**config.mk**
```make
export PLATFORM = sky130hd
export DESIGN_NAME = hba_arbiter_flat
export DESIGN_NICKNAME = d
export VERILOG_FILES = /design/src/rtl/hba_arbiter_if.sv /design/src/rtl/hba_arbiter.sv /design/src/flat_wrapper.sv
export SDC_FILE = /design/constraint.sdc
export NUM_CORES = 1
export LEC_CHECK = 0
export ABC_AREA = 0
export CORE_UTILIZATION = 30
export DETAILED_ROUTE_END_ITERATION = 10
export PLACE_DENSITY = 0.56
export SYNTH_ARGS = -nofsm -noshare
export SYNTH_HDL_FRONTEND = slang
export SYNTH_SLANG_ARGS = --single-unit
```
**constraint.sdc**
```tcl
create_clock -name hba_clk -period 5 [get_ports hba_clk]
set_input_delay 1.25 -clock hba_clk [delete_from_list [all_inputs] [get_ports hba_clk]]
set_output_delay 1.25 -clock hba_clk [all_outputs]
set_load 0.05 [all_outputs]
```
**src/rtl/hba_arbiter_if.sv**
```systemverilog
// HBA arbitration bundle: request/ack inputs and registered grant/watchdog outputs.
// The slave modport is the arbiter's view; the master modport is the requesters' view.
interface hba_arbiter_if #(
    parameter int NUM_MASTERS = 4,
    parameter int OWNER_WIDTH = $clog2(NUM_MASTERS)
);
    logic [NUM_MASTERS-1:0] hba_mrequest;
    logic                   hba_xferack;
    logic [NUM_MASTERS-1:0] hba_mgrant;
    logic                   hba_xferack_arb;
    logic [OWNER_WIDTH-1:0] arb_owner;
    logic                   arb_busy;
    logic                   arb_timeout;

    modport master (
        output hba_mrequest, hba_xferack,
        input  hba_mgrant, hba_xferack_arb, arb_owner, arb_busy, arb_timeout
    );

    modport slave (
        input  hba_mrequest, hba_xferack,
        output hba_mgrant, hba_xferack_arb, arb_owner, arb_busy, arb_timeout
    );
endinterface

```
**src/rtl/hba_arbiter.sv**
```systemverilog
// Round-robin HBA bus arbiter: one grant at a time, held until the owner drops its
// request, with a watchdog that forces an ack when no slave answers.
module hba_arbiter #(
    parameter int NUM_MASTERS    = 4,
    parameter int TIMEOUT_CYCLES = 255,
    parameter int OWNER_WIDTH    = $clog2(NUM_MASTERS)
) (
    input  logic          hba_clk,
    input  logic          hba_reset,
    hba_arbiter_if.slave  bus
);
    typedef enum logic {IDLE, GRANT} state_t;

    localparam bit        WD_EN   = (TIMEOUT_CYCLES != 0);
    localparam logic [15:0] WD_LAST = 16'(TIMEOUT_CYCLES - 1);

    state_t                 state_q, state_d;
    logic [OWNER_WIDTH-1:0] ptr_q, ptr_d;
    logic [OWNER_WIDTH-1:0] owner_q, owner_d;
    logic [NUM_MASTERS-1:0] grant_q, grant_d;
    logic                   busy_q, busy_d;
    logic [15:0]            cnt_q, cnt_d;
    logic                   tmo_q, tmo_d;
    logic [OWNER_WIDTH-1:0] pick;

    // First requester at or after ptr, wrapping modulo NUM_MASTERS.
    function automatic logic [OWNER_WIDTH-1:0] rr_pick(
        input logic [NUM_MASTERS-1:0] req,
        input logic [OWNER_WIDTH-1:0] start
    );
        logic [OWNER_WIDTH-1:0] sel;
        logic [OWNER_WIDTH-1:0] cand;
        logic                   hit;
        int                     idx;
        sel = '0;
        hit = 1'b0;
        for (int i = 0; i < NUM_MASTERS; i++) begin
            idx = int'(start) + i;
            if (idx >= NUM_MASTERS) idx = idx - NUM_MASTERS;
            cand = OWNER_WIDTH'(idx);
            if (!hit && req[cand]) begin
                hit = 1'b1;
                sel = cand;
            end
        end
        return sel;
    endfunction

    assign pick = rr_pick(bus.hba_mrequest, ptr_q);

    always_comb begin
        // NOTE: every variable gets a default before the case so no path leaves it unassigned (no latches).
        state_d = state_q;
        ptr_d   = ptr_q;
        owner_d = owner_q;
        grant_d = grant_q;
        cnt_d   = cnt_q;
        tmo_d   = 1'b0;

        case (state_q)
            IDLE: begin
                grant_d = '0;
                if (|bus.hba_mrequest) begin
                    grant_d = NUM_MASTERS'(1) << pick;
                    owner_d = pick;
                    cnt_d   = '0;
                    state_d = GRANT;
                end
            end
            GRANT: begin
                if (!bus.hba_mrequest[owner_q]) begin
                    grant_d = '0;
                    ptr_d   = (owner_q == OWNER_WIDTH'(NUM_MASTERS - 1)) ? '0 : owner_q + 1'b1;
                    cnt_d   = '0;
                    state_d = IDLE;
                end else if (WD_EN) begin
                    // A real slave ack wins over an expiry on the same cycle.
                    if (bus.hba_xferack) begin
                        cnt_d = '0;
                    end else if (cnt_q == WD_LAST) begin
                        cnt_d = '0;
                        tmo_d = 1'b1;
                    end else begin
                        cnt_d = cnt_q + 16'd1;
                    end
                end
            end
            default: state_d = IDLE;
        endcase

        busy_d = |grant_d;
    end

    always_ff @(posedge hba_clk) begin
        // NOTE: non-blocking assignments so every flop samples the pre-edge values of the others.
        if (hba_reset) begin
            state_q <= IDLE;
            ptr_q   <= '0;
            owner_q <= '0;
            grant_q <= '0;
            busy_q  <= 1'b0;
            cnt_q   <= '0;
            tmo_q   <= 1'b0;
        end else begin
            state_q <= state_d;
            ptr_q   <= ptr_d;
            owner_q <= owner_d;
            grant_q <= grant_d;
            busy_q  <= busy_d;
            cnt_q   <= cnt_d;
            tmo_q   <= tmo_d;
        end
    end

    assign bus.hba_mgrant      = grant_q;
    assign bus.arb_owner       = owner_q;
    assign bus.arb_busy        = busy_q;
    assign bus.hba_xferack_arb = tmo_q;
    assign bus.arb_timeout     = tmo_q;
endmodule

```
**src/flat_wrapper.sv**
```systemverilog
// flat-port wrapper written by rule: the top's interface ports become plain ports
module hba_arbiter_flat 
#(
    parameter int NUM_MASTERS    = 4,
    parameter int TIMEOUT_CYCLES = 255,
    parameter int OWNER_WIDTH    = $clog2(NUM_MASTERS)
)
  (hba_clk, hba_reset, bus_hba_mrequest, bus_hba_xferack, bus_hba_mgrant, bus_hba_xferack_arb, bus_arb_owner, bus_arb_busy, bus_arb_timeout);
  hba_arbiter_if #(.NUM_MASTERS(NUM_MASTERS), .OWNER_WIDTH(OWNER_WIDTH)) bus_i ();
  input  logic hba_clk;
  input  logic hba_reset;
  input wire logic [$bits(bus_i.hba_mrequest)-1:0] bus_hba_mrequest;
  input wire logic [$bits(bus_i.hba_xferack)-1:0] bus_hba_xferack;
  output wire logic [$bits(bus_i.hba_mgrant)-1:0] bus_hba_mgrant;
  output wire logic [$bits(bus_i.hba_xferack_arb)-1:0] bus_hba_xferack_arb;
  output wire logic [$bits(bus_i.arb_owner)-1:0] bus_arb_owner;
  output wire logic [$bits(bus_i.arb_busy)-1:0] bus_arb_busy;
  output wire logic [$bits(bus_i.arb_timeout)-1:0] bus_arb_timeout;
  assign bus_i.hba_mrequest = bus_hba_mrequest;
  assign bus_i.hba_xferack = bus_hba_xferack;
  assign bus_hba_mgrant = bus_i.hba_mgrant;
  assign bus_hba_xferack_arb = bus_i.hba_xferack_arb;
  assign bus_arb_owner = bus_i.arb_owner;
  assign bus_arb_busy = bus_i.arb_busy;
  assign bus_arb_timeout = bus_i.arb_timeout;
  hba_arbiter #(.NUM_MASTERS(NUM_MASTERS), .TIMEOUT_CYCLES(TIMEOUT_CYCLES), .OWNER_WIDTH(OWNER_WIDTH)) u_core (.hba_clk(hba_clk), .hba_reset(hba_reset), .bus(bus_i));
endmodule
```
==> impl_results.md <==
* Final period utilization at roughly three quarters
* Nets at around 190
* Avg Cell Area, Syn at roughly 8.6 µm²
* Congestion Overflow GR at 0
* Status: finished, final reports clean
* Global-route usage over all layers at 13.2%
* Fmax at 268 MHz
* Full die area at ~0.0052 mm²
* Hold-fix buffers, CTS at 0
* Die Y at 72.2 µm
* Post-synthesis cell count at approximately 170
* Antenna violations before repair at 0
* Clk_skew at between 1.5 and 2 ps
* R2r startpoint: u_core.state_q
* Post-Place Setup Slack at 993 ps
* Final setup viols at 0
* DRT iter0 DRCs at between 80 and 90
* Setup CP Type: primary input to flop
* Most frequent cells in the layout: dfxtp_1, nor2_1, nand2_1, clkdlybuf4s50_1, a21oi_1
* Mapped cell area at ~0.0015 mm²
* First-pass GRT wire length at 5510 µm
* Buffers added on ports at 15
* EDFF count, synth at 0
* I/O pin count at 16
* Post-DR wirelength/cell at between 10 and 15 µm
* Clk root buf: clkbuf_8
* Hold Fails Final Rpt at 0
* Vias in the first global route at 1213
* Register area share after synthesis at between 30% and 40%
* Final worst slack at approximately 1300 ps
* HPWL after DPL at between 2000 and 2500 µm
* Drc violations at 0
* Cell Pwr Density at ~240 mW/mm²
* ANT nets after route at 0
* Max VDD drop at between 90 and 100 µV
* Netlist cell types at 52
* Final Max Tran Viols at 0
* Max Fanout on Critical Path at 20
* Synth warnings at 0
* Worst Hold Class: flop to flop
* Setup Buffers After CTS at 0
* Pre-Repair DR Iteration Count at 4
* Largest net degree at the start of global routing at 21
* Register clock-pin slew on the reported worst setup and hold paths at about 90 ps
* Critical Path AT at between 3000 and 4000 ps
* Synth Flop Type: dfxtp_1
* RSZ-0062 raised after global routing: false
* CTS Buffer Depth at 2
* Core box area at between 0.004 and 0.005 mm²
* FFs w/ async S/R, synth at 0%
* Critical R2R Capture: u_core.cnt_q[13]
* Worst-Skew Late Latency at between 200 and 300 ps
* H-tree depth at 1
* Startpoint types: primary input
* GP Congestion at around 0.79
* Slew @ Worst Pin at roughly 700 ps
* Slew Limit Headroom at between 50% and 60%
* Share of cells above drive strength 1 at approximately 7%
* FF-to-FF path depth at 5
* CP Capture Type: flop
* TritonCTS clock tree: done
* Crit path from: hba_reset
* Max Cap Viol at 0
* Worst Path Required at around 5200 ps
* Most common cell after layout, fill and taps aside: dfxtp_1
* Post-Syn Nets at 181
* Clock sinks at 27
* Via-per-instance ratio at 5.05
* Row count at 25
* Synth-to-Final Area Change at 15.6%
* N_diodes at 0
* #FFs+latches synth at 27
* Worst setup path endpoint: u_core.cnt_q[13]
* Final wirelength at between 3000 and 4000 µm
* Post-CTS Resized at 0
* Starting Density at 31.3%
* Inserted Clock Buffers at 3
* Design Power at approximately 0.42 mW
* Vias at roughly 1300
* Die Wd at about 72 µm
* Leakage at approximately 0.6 nW
* Final Critical Period at around 3700 ps
* Setup TNS at 0 ps
* Reg2reg setup slack at ~2600 ps
==> worst min path at each step <==
stage,startpoint,endpoint,cells after the start
floorplan,u_core.ptr_q[0],u_core.ptr_q[0],2
global placement,u_core.ptr_q[0],u_core.ptr_q[0],2
detailed placement,u_core.ptr_q[0],u_core.ptr_q[0],2
CTS,u_core.ptr_q[0],u_core.ptr_q[0],2
global route,u_core.cnt_q[3],u_core.cnt_q[3],2
finish,u_core.cnt_q[3],u_core.cnt_q[3],2
==> per-stage QoR <==
| step | util [%] | hold slack [ps] | area [µm²] | std cells |
|---|---|---|---|---|
| floorplan | - | 445 | 1480 | 171 |
| global placement | 35.2 | 474 | 1660 | 246 |
| detailed placement | 35.2 | 484 | 1660 | 246 |
| CTS | 36.1 | 497 | 1710 | 250 |
| global route | 36.1 | 526 | 1710 | 250 |
| finish | 36.1 | 498 | 1710 | 250 |
==> layer usage <==
layer / track usage (%) / vias up / routed length (µm)
met5: 0 / - / 0
met4: 6.54 / 0 / 75
met3: 1.81 / 7 / 58
met2: 19.9 / 20 / 1280
met1: 18.4 / 570 / 1660
li1: - / 665 / -
==> worst max-delay path, cell delays in order <==
cell	delay, ps
clkdlybuf4s50_1	750
or4b_2	740
o22a_1	250
nor2_2	570
o21ai_0	180
a31oi_1	190
==> Yosys cell counts (3+ instances only) <==
library cell  number  area [µm²]
o21ai_0            5        25.0
nor3_1             4        20.0
dfxtp_1           27         541
mux2i_1            6        60.1
a21o_1             5        37.5
a31oi_1            4        25.0
inv_1              5        18.8
nand3_1            7        35.0
clkbuf_1           4        15.0
a22o_1             4        35.0
nand2b_1           3        18.8
nand4_1            3        18.8
nand2_1           15        56.3
a21oi_1            8        40.0
nand3b_1           3        22.5
ha_1               3        37.5
nor2_1            16        60.1
nor4b_1            3        26.3
or4_1              4        30.0
==> report_power, final <==
part           internal [mW]  switching [mW]
Clock                 0.0571          0.0669
Sequential             0.221         0.00806
Combinational         0.0257          0.0369
Total                  0.304           0.112
==> flip-flops by register name, summed over array words and instances, names as in the netlist <==
name                    cells
u_core.bus.hba_mgrant       4
u_core.state_q              1
u_core.ptr_q                2
u_core.bus.arb_timeout      1
u_core.bus.arb_busy         1
u_core.bus.arb_owner        2
u_core.cnt_q               16
==> kinds of logic (layout without fill, tap and decap cells) <==
logic type	after synthesis	count (layout)	synth area share, %
simple gates	80	80	31.4
xor+xnor	2	2	1.19
compound gates	40	40	18.8
mux	7	7	4.83
buf+inv	12	24	4.58
flops	27	27	36.6
fa+ha+maj	3	3	2.54
==> cell type report <==
cell class                 count  area [µm²]
clock buffer                   4        45.0
fill                         498        3020
inverter                       5        18.8
multi-input combinational    132         868
sequential                    27         541
tap                           67        83.8
timing repair buffer          15         150
No activity file was read; power rests on OpenSTA's default activity.
